### src/rtl/alu_arbiter.sv
// Round-robin arbiter/sequencer sharing one registered ALU (alu_seq) among NUM_REQ requesters.
// Optional macro ALU_ARB_DIV0_CHECK_EN: divide-by-zero bypass with resp_err reporting.

package mm;
  typedef enum logic [1:0] {
    ADD  = 2'd0,
    SUB  = 2'd1,
    MULT = 2'd2,
    DIV  = 2'd3
  } opcode_e;
endpackage

module alu_seq (
  input  logic              clk,
  input  logic              rst,
  input  logic signed [7:0] i_op1,
  input  logic signed [7:0] i_op2,
  input  mm::opcode_e       i_opcode,
  output logic signed [7:0] o_result
);
  logic signed [15:0] w_prod;
  logic signed [8:0]  w_a9;
  logic signed [8:0]  w_b9;
  logic signed [8:0]  w_quot;
  logic signed [7:0]  w_res;
  logic signed [7:0]  r_result;

  // Combinational arithmetic; division is done at 9 bits so -128/-1 wraps cleanly.
  always_comb begin
    w_prod = i_op1 * i_op2;
    w_a9   = {i_op1[7], i_op1};
    w_b9   = {i_op2[7], i_op2};
    if (i_op2 == 8'sd0) begin
      w_quot = 9'sd0;
    end else begin
      w_quot = w_a9 / w_b9;
    end
    case (i_opcode)
      mm::ADD:  w_res = i_op1 + i_op2;
      mm::SUB:  w_res = i_op1 - i_op2;
      mm::MULT: w_res = w_prod[7:0];
      mm::DIV:  w_res = w_quot[7:0];
      default:  w_res = 8'sd0;
    endcase
  end

  // Result register.
  always_ff @(posedge clk) begin
    if (rst) begin
      r_result <= 8'sd0;
    end else begin
      r_result <= w_res;
    end
  end

  assign o_result = r_result;
endmodule

module alu_arbiter #(
  parameter int NUM_REQ = 4,
  parameter int ID_W    = $clog2(NUM_REQ)
) (
  input  logic                   clk,
  input  logic                   rst,
  input  logic [NUM_REQ-1:0]     req_valid,
  output logic [NUM_REQ-1:0]     req_ready,
  input  logic [8*NUM_REQ-1:0]   req_op1,
  input  logic [8*NUM_REQ-1:0]   req_op2,
  input  logic [2*NUM_REQ-1:0]   req_opcode,
  output logic                   resp_valid,
  input  logic                   resp_ready,
  output logic signed [7:0]      resp_data,
  output logic [ID_W-1:0]        resp_id,
  output logic                   resp_err
);
  typedef enum logic [1:0] {
    IDLE = 2'd0,
    EXEC = 2'd1,
    RESP = 2'd2
  } state_e;

  state_e              r_state;
  state_e              w_next;
  logic [ID_W-1:0]     r_rr_ptr;
  logic [ID_W-1:0]     r_id;
  logic signed [7:0]   r_op1;
  logic signed [7:0]   r_op2;
  mm::opcode_e         r_opcode;

  logic                w_any;
  int                  w_idx;
  logic [ID_W-1:0]     w_grant;
  logic signed [7:0]   w_sel_op1;
  logic signed [7:0]   w_sel_op2;
  mm::opcode_e         w_sel_opcode;
  logic                w_accept;
  logic                w_resp_hs;
  logic signed [7:0]   w_alu_out;

  // Round-robin search: first valid requester at or after r_rr_ptr, wrapping.
  always_comb begin
    w_any        = 1'b0;
    w_idx        = 0;
    w_grant      = '0;
    w_sel_op1    = 8'sd0;
    w_sel_op2    = 8'sd0;
    w_sel_opcode = mm::ADD;
    for (int i = 0; i < NUM_REQ; i++) begin
      w_idx = int'(r_rr_ptr) + i;
      w_idx = (w_idx >= NUM_REQ) ? (w_idx - NUM_REQ) : w_idx;
      if (!w_any && req_valid[w_idx]) begin
        w_any        = 1'b1;
        w_grant      = w_idx[ID_W-1:0];
        w_sel_op1    = req_op1[8*w_idx +: 8];
        w_sel_op2    = req_op2[8*w_idx +: 8];
        w_sel_opcode = mm::opcode_e'(req_opcode[2*w_idx +: 2]);
      end else begin
        w_any = w_any;
      end
    end
  end

  // Next-state and handshake decode.
  always_comb begin
    w_next    = r_state;
    req_ready = '0;
    w_accept  = 1'b0;
    w_resp_hs = 1'b0;
    case (r_state)
      IDLE: begin
        if (w_any) begin
          req_ready[w_grant] = 1'b1;
          w_accept           = 1'b1;
          w_next             = EXEC;
        end else begin
          w_next = IDLE;
        end
      end
      EXEC: w_next = RESP;
      RESP: begin
        if (resp_ready) begin
          w_resp_hs = 1'b1;
          w_next    = IDLE;
        end else begin
          w_next = RESP;
        end
      end
      default: w_next = IDLE;
    endcase
  end

  // State, pointer and operand latches.
  always_ff @(posedge clk) begin
    if (rst) begin
      r_state  <= IDLE;
      r_rr_ptr <= '0;
      r_id     <= '0;
      r_op1    <= 8'sd0;
      r_op2    <= 8'sd0;
      r_opcode <= mm::ADD;
    end else begin
      r_state <= w_next;
      if (w_accept) begin
        r_id     <= w_grant;
        r_op1    <= w_sel_op1;
        r_op2    <= w_sel_op2;
        r_opcode <= w_sel_opcode;
      end
      if (w_resp_hs) begin
        r_rr_ptr <= (r_id == ID_W'(NUM_REQ - 1)) ? '0 : (r_id + ID_W'(1));
      end
    end
  end

  alu_seq u_alu (
    .clk      (clk),
    .rst      (rst),
    .i_op1    (r_op1),
    .i_op2    (r_op2),
    .i_opcode (r_opcode),
    .o_result (w_alu_out)
  );

  assign resp_valid = (r_state == RESP);
  assign resp_id    = r_id;

`ifdef ALU_ARB_DIV0_CHECK_EN
  logic r_div0;

  // Divide-by-zero is flagged at accept and masks the ALU result.
  always_ff @(posedge clk) begin
    if (rst) begin
      r_div0 <= 1'b0;
    end else if (w_accept) begin
      r_div0 <= (w_sel_opcode == mm::DIV) && (w_sel_op2 == 8'sd0);
    end else begin
      r_div0 <= r_div0;
    end
  end

  assign resp_data = r_div0 ? 8'sd0 : w_alu_out;
  assign resp_err  = r_div0;
`else
  assign resp_data = w_alu_out;
  assign resp_err  = 1'b0;
`endif
endmodule

### config.mk
export PLATFORM = sky130hd
export DESIGN_NAME = alu_arbiter
export DESIGN_NICKNAME = d
export VERILOG_FILES = /design/src/rtl/alu_arbiter.sv
export SDC_FILE = /design/constraint.sdc
export NUM_CORES = 1
export LEC_CHECK = 0
export CELL_PAD_IN_SITES_DETAIL_PLACEMENT = 1
export CELL_PAD_IN_SITES_GLOBAL_PLACEMENT = 1
export CORE_MARGIN = 4
export CORE_UTILIZATION = 35
export DETAILED_ROUTE_END_ITERATION = 10
export GPL_TIMING_DRIVEN = 0
export PLACE_DENSITY = 0.76
export SETUP_SLACK_MARGIN = 0.5
export SYNTH_ARGS = -nofsm -noshare
export SYNTH_HDL_FRONTEND = slang
export SYNTH_SLANG_ARGS = --single-unit
### constraint.sdc
create_clock -name clk -period 12.9 [get_ports clk]
set_input_delay 2.58 -clock clk [delete_from_list [all_inputs] [get_ports clk]]
set_output_delay 2.58 -clock clk [all_outputs]
set_load 0.1 [all_outputs]
# --- Word level (Yosys, flattened, before mapping) ---
# Index checks and enable logic that the tools add are counted.
# W data, S select, Z words.
word_totals:
  ram_bits: 0
  in_bits: 79
  word_cells: 107
  reg_bits: 32
  latch_bits: 0
  romBits: 0
  mem_count: 0
classes:
  shifts: 12
  n_reduce_logical: 10
  n_eq_ne: 6
  bitwise: 0
  multipliers: 1
  order_cmp: 10
  n_div: 1
  addsub: 10
  n_mux: 50
ops:
  columns: ["cell", "n"]
  rows:
  - ["$shiftx A32 B32 Y8", 8]
  - ["$lt A32 B4 Y1 const B", 4]
  - ["$mux W32", 4]
  - ["$shiftx A8 B32 Y2", 4]
  - ["$mux W8", 9]
  - ["$pmux W8 S4", 1]
  - ["$mux W2", 10]
  - ["$mux W1", 18]
  - ["$sub A3 B3 Y4 const B", 3]
  - ["$div A9 B9 Y9", 1]
  - ["$ge A3 B3 Y1 const B", 3]
  - ["$add A8 B8 Y8", 1]
  - ["$bmux W1 S2", 4]
  - ["$eq A2 B2 Y1 const B", 4]
  - ["$logic_not A8 Y1", 1]
  - ["$mul A8 B8 Y8", 1]
  - ["$mux W4", 2]
  - ["$sub A8 B8 Y8", 1]
  - ["$add A2 B2 Y3 const B", 2]
  - ["$pmux W2 S3", 1]
  - ["$eq A2 B1 Y1 const B", 2]
  - ["$logic_and A1 B1 Y1", 4]
  - ["$logic_not A2 Y1", 2]
  - ["$sub A2 B3 Y4 const B", 1]
  - ["other kinds (7)", 9]

# --- Depth between registers and ports, before layout ---
# Gate-level depths: netlist (run 1).
depth:
  word_depth: 21
  mapped_depth: 69

# --- Hierarchy ---
# A second synthesis (run 1) with hierarchy kept.
hier_totals:
  cells_unflattened: 961
  area_unflattened_um2: 7858.8
by_module_without_submodules:
  columns: ["module", "cells_each", "area_per_inst_um2", "instances"]
  rows:
  - ["alu_seq", 565, 4272.8, 1]
  - ["alu_arbiter", 396, 3585.9, 1]

# --- Least setup slack after synthesis (run 1) ---
# No wires, ideal clock.
synth_timing:
  path_type: "reg2reg"
  startpoint: "reg r_op2[0]"
  endpoint: "reg u_alu.r_result[7], in the netlist u_alu.o_result[7]"
  arrival_time_ps: 13853
  stages_incl_launch_ff: 58
  required_ps: 12776
  setup_ps: 124
  slack_ps: -1077
  path_cell_list: "dfxtp_1 -> clkbuf_1 -> inv_1 -> ha_1 -> mux2i_1 -> ha_1 -> o21ai_0 -> nand2b_1 -> nand4_2 -> a211oi_4 -> mux2i_1 -> ha_1 -> o21a_1 -> o21ai_0 -> a2111o_1 -> a2111oi_0 -> a21oi_1 -> ha_1 -> [22 not listed] -> o41a_1 -> mux2_2 -> ha_1 -> a21oi_1 -> o21ai_0 -> o32ai_1 -> clkbuf_1 -> nand2_1 -> a2bb2oi_1 -> ha_1 -> o21a_1 -> o21ai_0 -> nor2_1 -> a211oi_1 -> nor4bb_1 -> a211oi_1 -> a31oi_1 -> o22ai_1"
synth_between:
  elab_chain_cells: 3
  word_cells_on_any_way: 7
synth_rtl:
  columns: ["item", "line_no", "source"]
  rows:
  - ["start: declaration", "87", "logic signed [7:0] r_op2;"]
  - ["start signal: assignment", "166", "r_op2 <= w_sel_op2;"]
  - ["$div A9 B9 Y9 or $logic_not A8 Y1 (tied branches)", "36, 33", null]
  - ["$mux W8", "33", "if (i_op2 == 8'sd0) begin"]
  - ["$pmux W8 S4 *", "38", "case (i_opcode)"]
  - ["end signal: assignment", "52", "r_result <= w_res;"]
  - ["end: declaration", "26", "logic signed [7:0] r_result;"]
# Every way passes the cells marked *; elsewhere a longest branch is shown, timed or not.
# A chain may end at the register's enable or synchronous reset.

# --- Final worst setup path (run 1) ---
layout_timing:
  startpoint: "reg r_op2[0]"
  endpoint: "reg u_alu.r_result[2], in the netlist u_alu.o_result[2]"
# The elaborated chain is that of the path after synthesis.

==> run_results.csv, run 1 <==
group,metric,value,unit
placement,gp_congestion,0.874,
floorplan,fp-row-count,52,
min_path,hold-path-cell-count,2,
global_route,grt_util_all_layers,23.5,%
drt,dr_total_vias,8470,
min_path,min_path_type,"reg2reg",
drt,wl_per_cell,23.2,um
yosys,synth.distinct_cells,81,
sta,period_minus_slack,13.66,ns
global_route,globalRouteOverflowTotal,0,
clock_tree,clock_path_buffers,2,
yosys,yosysWarnings,0,
finish,drive_above_1_share,27.5,%
critical_path,slowest_delay,0.52,ns
sta,worst_pin_slew,0.995,ns
critical_path,cp.arrival,13.82,ns
yosys,synth_edf_count,0,
sta,grt_setup_unrepaired,"true",
status,status,"finished, violations left",
critical_path,required,13.06,ns
critical_path,crit_cells,62,
critical_path,critPathCaptureType,"register",
clock_tree,cts_sinks,32,
global_route,grt_pass1_wl,45600,um
critical_path,ff2ff_path_depth,62,
clock_tree,cts_tree,"done",
yosys,synth_ff_type,"dfxtp_1",
floorplan,core-area,0.0204,mm2
drt,met1Wirelength,12500,um
finish,fin_nets,1295,
yosys,netlist_instances,922,
drt,drc,0,
sta,slew_headroom,33.4,%
finish,n_antenna_cell,0,
global_route,antenna_found_initial,0,
critical_path,cpMaxStageDelayCell,"a2111o_1",
sta,final-setup-viol-count,8,
critical_path,path_max_fanout,7,
drt,wl_met3,2100,um
clock_tree,root_buffer,"clkbuf_16",
finish,syn_to_final_growth,43.3,%
status,violations,"negative setup slack",
placement,hpwlAfterDp,19900,um
drt,drt-vias-per-instance,6.08,
sta,fin_hold_ws,0.494,ns
critical_path,cp_num_buf_inv,8,
placement,port_buffers,89,
sta,fin_crit_sh,106,%
floorplan,die_y,153,um
sta,maxClockFrequency,73.2,MHz
floorplan,die_w,153,um
yosys,seq_area_frac_synth,8.72,%
global_route,grt_max_degree,12,
clock_tree,clk_pin_slew_worst_paths,0.07,ns
yosys,async_flop_share,0,%
drt,first_pass_iters,4,
finish,design_area,0.0105,mm2
sta,fin_worst_skew,0.0162,ns
yosys,syn_avg_cell_area,7.97,um2
drt,routed_wl,32300,um
drt,highest_layer,"met4",
sta,worst_slack,-0.759,ns
floorplan,die_area,0.0234,mm2
finish,fillers,2445,
drt,drtIter0Drc,534,
global_route,grt_pass1_vias,8470,
flow_run,drv_cap,0,
floorplan,top_level_ports,95,
floorplan,start_util,36.0,%
drt,ant_nets,0,
critical_path,cpMostUsedCell,"ha_4",
yosys,netlist_area,0.00735,mm2
sta,hold_viol,0,
critical_path,cp_top_family,"compound AO/OA/AOI/OAI gates",
clock_tree,htreeDepth,2,
sta,drv_slew,0,
critical_path,startpoint_type,"register",
yosys,synth-seq-cells,32,
drt,dr_wl_met2,15800,um
critical_path,path_class,"reg2reg",
clock_tree,clock_latency,0.30,ns
placement,placed_area,0.00871,mm2
clock_tree,cts-buffers-inserted,5,
-- worst register-to-register path: cells and delay by family, from the launching register on --
kind	cells	cell delay, ns
XOR/XNOR	1	0.14
AO/OA/AOI/OAI	27	6.25
buffers and inverters	8	1.21
multiplexers	1	0.36
flip-flops	1	0.35
AND/OR/NAND/NOR	16	3.02
adder cells (fa/ha/maj)	9	2.20
-- cell usage after synthesis, drive strengths merged, types with 21 or more instances --
library cell / n / area [um2]
a211oi: 31 / 268
a21oi: 55 / 275
and2: 22 / 140
clkbuf: 43 / 161
dfxtp: 32 / 641
ha: 82 / 1030
inv: 66 / 248
mux2: 27 / 308
mux2i: 30 / 300
mux4: 37 / 833
nand2: 75 / 287
nor2: 92 / 345
o21ai: 41 / 205
o22ai: 21 / 131
xnor2: 38 / 333
-- kinds of logic after synthesis --
family	Yosys count	share of synthesized area (%)
AOI/OAI and AO/OA	237	22.2
xor gates and xnor gates	56	6.68
other	2	0.102
and+or+nand+nor	281	18.6
muxes	94	19.6
DFF	32	8.72
adders and majority gates	95	17.5
buffers and inverters	125	6.57
-- cells in the final DEF, fill, tap and decap left out, types with 7 or more instances in the layout --
master	netlist	final
clkdlybuf4s50_1	0	89
a21o_1	8	8
and2_1	21	21
ha_4	0	20
nand2b_1	9	8
clkbuf_1	43	31
buf_1	10	10
inv_1	65	60
o22ai_1	21	21
xor2_1	18	18
fa_1	13	13
or3_1	10	8
ha_1	82	59
mux2i_1	30	26
nor2b_1	11	10
a221oi_1	18	18
nand2_1	73	69
nor2_1	92	84
buf_4	1	95
buf_6	1	7
a211oi_1	27	22
xnor2_1	38	37
o21a_1	12	11
clkbuf_8	0	7
a21oi_1	55	46
nor3_1	18	15
o21ai_0	35	26
o21ai_2	0	7
mux4_2	37	37
mux2_2	26	23
dfxtp_1	32	30
a21oi_2	0	7
nand3_1	9	7
-- stage by stage --
stage	instances	setup slack, ns	TNS [ns]	utilization, %
after CTS	1354	0.453	0	48.4
final	1392	-0.759	-4.88	51.5
after global placement	1282	-2.42	-17.48	42.7
after floorplan	923	0.504	0	-
after detailed placement	1282	-2.59	-18.95	42.7
after global routing	1392	-1.11	-7.79	51.5
-- final cells by class --
cell class | count | area (um2) | share of cell area, %
clock buffers | 7 | 153 | 1.45
inverters | 68 | 274 | 2.60
repair buffers | 191 | 1700 | 16.2
multi-input cells | 766 | 7040 | 66.9
plain buffers | 57 | 337 | 3.20
clock inverters | 1 | 30.0 | 0.285
flip-flops and latches | 32 | 646 | 6.13
well taps | 270 | 338 | 3.21
-- worst paths after layout --
check,from,end,slack [ns]
max,r_op2[0],u_alu.o_result[2],-0.76
min,resp_id[1],resp_id[1],0.49
max reg2reg,r_op2[0],u_alu.o_result[2],-0.76
min reg2reg,resp_id[1],resp_id[1],0.49
-- state kept, by name, summed over array words and instances, names as in the netlist --
register	flops
r_op1	8
r_op2	8
r_opcode	2
r_rr_ptr	2
r_state	2
resp_id	2
u_alu.o_result	8
-- repair_timing --
action	4_1_cts	5_1_grt
setup endpoints to repair	8	8
hold buffers	0	0
setup buffers	64	38
pin swaps	43	61
gates resized for setup	96	70
-- per-layer routing --
metal  track usage (%)  vias up
li1                  -     3794
met1              28.9     4107
met2              42.4      420
met3              2.57      149
met4              8.49        0
met5                 0        -
Power of run 1 is left out: the tool's default activity adds up to more than one toggle a clock period on the data nets, which glitch-free logic cannot reach.
==> run 2: changes to the inputs <==
--- a/config.mk
+++ b/config.mk
@@ -5,13 +5,15 @@
 export SDC_FILE = /design/constraint.sdc
 export NUM_CORES = 1
 export LEC_CHECK = 0
+export ABC_AREA = 1
+export CAP_MARGIN = 40
 export CELL_PAD_IN_SITES_DETAIL_PLACEMENT = 1
 export CELL_PAD_IN_SITES_GLOBAL_PLACEMENT = 1
 export CORE_MARGIN = 4
 export CORE_UTILIZATION = 35
 export DETAILED_ROUTE_END_ITERATION = 10
 export GPL_TIMING_DRIVEN = 0
-export PLACE_DENSITY = 0.76
+export PLACE_DENSITY = 0.81
 export SETUP_SLACK_MARGIN = 0.5
 export SYNTH_ARGS = -nofsm -noshare
 export SYNTH_HDL_FRONTEND = slang
==> run 2 against run 1 <==
The flow now finishes without violations. Design area shrank 11%. Clock skew shrank 0.0075 ns. Worst hold slack gained 0.032 ns. First-iteration DRC count shrank 5.2%. Setup slack gained 2.0 ns. Non-clock buffer count shrank 50. Maximum frequency grew 17%. Count of clock-buffer cells in the layout shrank 2. Area after synthesis shrank 0.41%. Largest cell class unchanged.
==> run_results.csv, run 2 <==
group,metric,value,unit
critical_path,required,13.14,ns
sta,maxClockFrequency,85.9,MHz
finish,n_antenna_cell,0,
critical_path,path_max_fanout,13,
sta,fin_worst_skew,0.00869,ns
placement,placed_area,0.00883,mm2
clock_tree,root_buffer,"clkbuf_16",
sta,slew_headroom,52.3,%
placement,port_buffers,93,
clock_tree,cts_sinks,32,
finish,fillers,2720,
sta,grt_setup_unrepaired,"false",
finish,multi_input_area,0.00595,mm2
drt,drtIter0Drc,506,
yosys,yosysTopAreaCell,"nand2_1",
floorplan,die_y,153,um
critical_path,cpMaxStageDelayCell,"dfxtp_4",
clock_tree,htreeDepth,2,
finish,drive_above_1_share,12.4,%
finish,fin_nets,1541,
status,status,"completed",
yosys,async_flop_share,0,%
sta,fin_crit_sh,90.3,%
sta,hold_viol,0,
yosys,synth_adder_area_share,17.6,%
yosys,yosysMostFrequentCell,"nand2_1",
drt,drc,0,
clock_tree,cts-buffers-inserted,5,
sta,drv_slew,0,
global_route,grt_pass1_vias,9089,
critical_path,cp.arrival,11.88,ns
clock_tree,cts_tree,"done",
placement,hpwlAfterDp,22700,um
clock_tree,clk_pin_slew_worst_paths,0.07,ns
finish,design_area,0.00941,mm2
flow_run,drv_cap,0,
floorplan,die_area,0.0233,mm2
global_route,grt_util_all_layers,23.1,%
critical_path,slowest_delay,0.38,ns
yosys,synth_edf_count,0,
floorplan,fp-row-count,52,
sta,worst_pin_slew,0.716,ns
finish,final_cell_mix,"290 x nand2_1, 146 x o21ai_0, 143 x inv_1",
yosys,synth_commonest_cells,"294 x nand2_1, 150 x inv_1, 149 x o21ai_0",
drt,first_pass_iters,6,
floorplan,start_util,35.9,%
finish,syn_to_final_growth,28.7,%
yosys,synth-compound-area-share,23.0,%
sta,fin_hold_ws,0.527,ns
yosys,netlist_instances,1226,
min_path,min_path_type,"reg2reg",
finish,layout_commonest_cell,"nand2_1",
sta,period_minus_slack,11.64,ns
drt,routed_wl,28600,um
global_route,antenna_found_initial,0,
critical_path,startpoint_type,"register",
drt,drt-vias-per-instance,5.40,
yosys,yosysWarnings,0,
global_route,grt_pass1_wl,45400,um
finish,final_util,46.2,%
yosys,synth-xor-area-share,5.15,%
floorplan,core-area,0.0204,mm2
drt,ant_nets,0,
yosys,netlist_area,0.00732,mm2
yosys,ys_top_cells_by_area,"nand2_1 15%, ha_1 14%, o21ai_0 10%",
yosys,synth.mux.area_fraction,0,%
critical_path,cpMostUsedCell,"nand2_1",
clock_tree,clock_path_buffers,2,
floorplan,top_level_ports,95,
yosys,synth_top_area_share,15.1,%
yosys,syn_avg_cell_area,5.97,um2
yosys,synth-simple-area-share,33.0,%
clock_tree,cts-hold-fix-buffers,0,
finish,register_area,644,um2
critical_path,critPathCaptureType,"register",
drt,wl_per_cell,17.5,um
yosys,synth.distinct_cells,57,
critical_path,path_class,"reg2reg",
sta,final-setup-viol-count,0,
yosys,seq_area_frac_synth,8.76,%
global_route,grt_max_degree,14,
placement,gp_congestion,0.909,
global_route,globalRouteOverflowTotal,0,
yosys,synth-seq-cells,32,
clock_tree,clock_latency,0.29,ns
yosys,synth_top_family_by_area,"simple AND/OR/NAND/NOR gates",
yosys,synth_ff_type,"dfxtp_1",
drt,dr_total_vias,8841,
floorplan,die_w,153,um
-- run 2: cell count changes after synthesis, moves of 25 or more --
cell     previous run  this run
mux2i_1            30         0
nand3_1             9        50
xnor2_1            38        13
o21ai_0            35       149
mux2_2             26         0
inv_1              65       150
mux4_2             37         0
nand2_1            73       294
-- run 2: timing repair --
action | in CTS | in global routing
cloned | 0 | 0
setup buffers | 2 | 23
gates resized for setup | 12 | 54
setup endpoints to repair | 7 | 8
pin swaps | 1 | 19
-- run 2: routing by layer --
layer	part of all wire (%)	vias to the layer above	track usage (%)
met5	0	-	0
met4	2.4	0	6.24
met3	4.7	44	2.10
met2	49	251	41.1
met1	44	4213	29.8
li1	-	4333	-
-- run 2: critical path: cells and delay by family (launching register included) --
kind	cells	cell delay (ns)
simple gates	45	4.36
fa+ha+maj	10	2.77
compound gates	19	2.29
buf+inv	16	1.76
flops	1	0.38
-- run 2: area by class of cell --
cell class	count	area share (%)
repair buffers	133	14.4
clock inverters	3	0.492
inverters	159	6.58
clock buffers	5	1.33
flip-flops and latches	32	6.84
well taps	270	3.59
multi-input cells	971	63.2
plain buffers	65	3.55
-- run 2: per-stage QoR --
stage | setup slack (ns) | instances | setup TNS [ns]
after floorplan | 2.23 | 1227 | 0
after global placement | 0.264 | 1590 | 0
after detailed placement | -0.121 | 1605 | -0.121
after CTS | 0.560 | 1615 | 0
after global routing | 0.227 | 1638 | 0
final | 1.26 | 1638 | 0
-- run 2: cells by family after synthesis --
kind of cell | count (synthesis)
buffers and inverters | 224
AND/OR/NAND/NOR | 538
flip-flops | 32
AO/OA/AOI/OAI | 292
other | 2
XOR/XNOR | 43
adder cells (fa/ha/maj) | 95
-- run 2: worst paths after layout --
path / from / to / slack [ns] / depth (start not counted)
worst max register to register: r_op2[0] / u_alu.o_result[6] / 1.26 / 90
worst max-delay path: r_op2[0] / u_alu.o_result[6] / 1.26 / 90
worst min-delay path: resp_id[1] / resp_id[1] / 0.53 / 2
worst min register to register: resp_id[1] / resp_id[1] / 0.53 / 2
Power of run 2 is left out for the same reason.
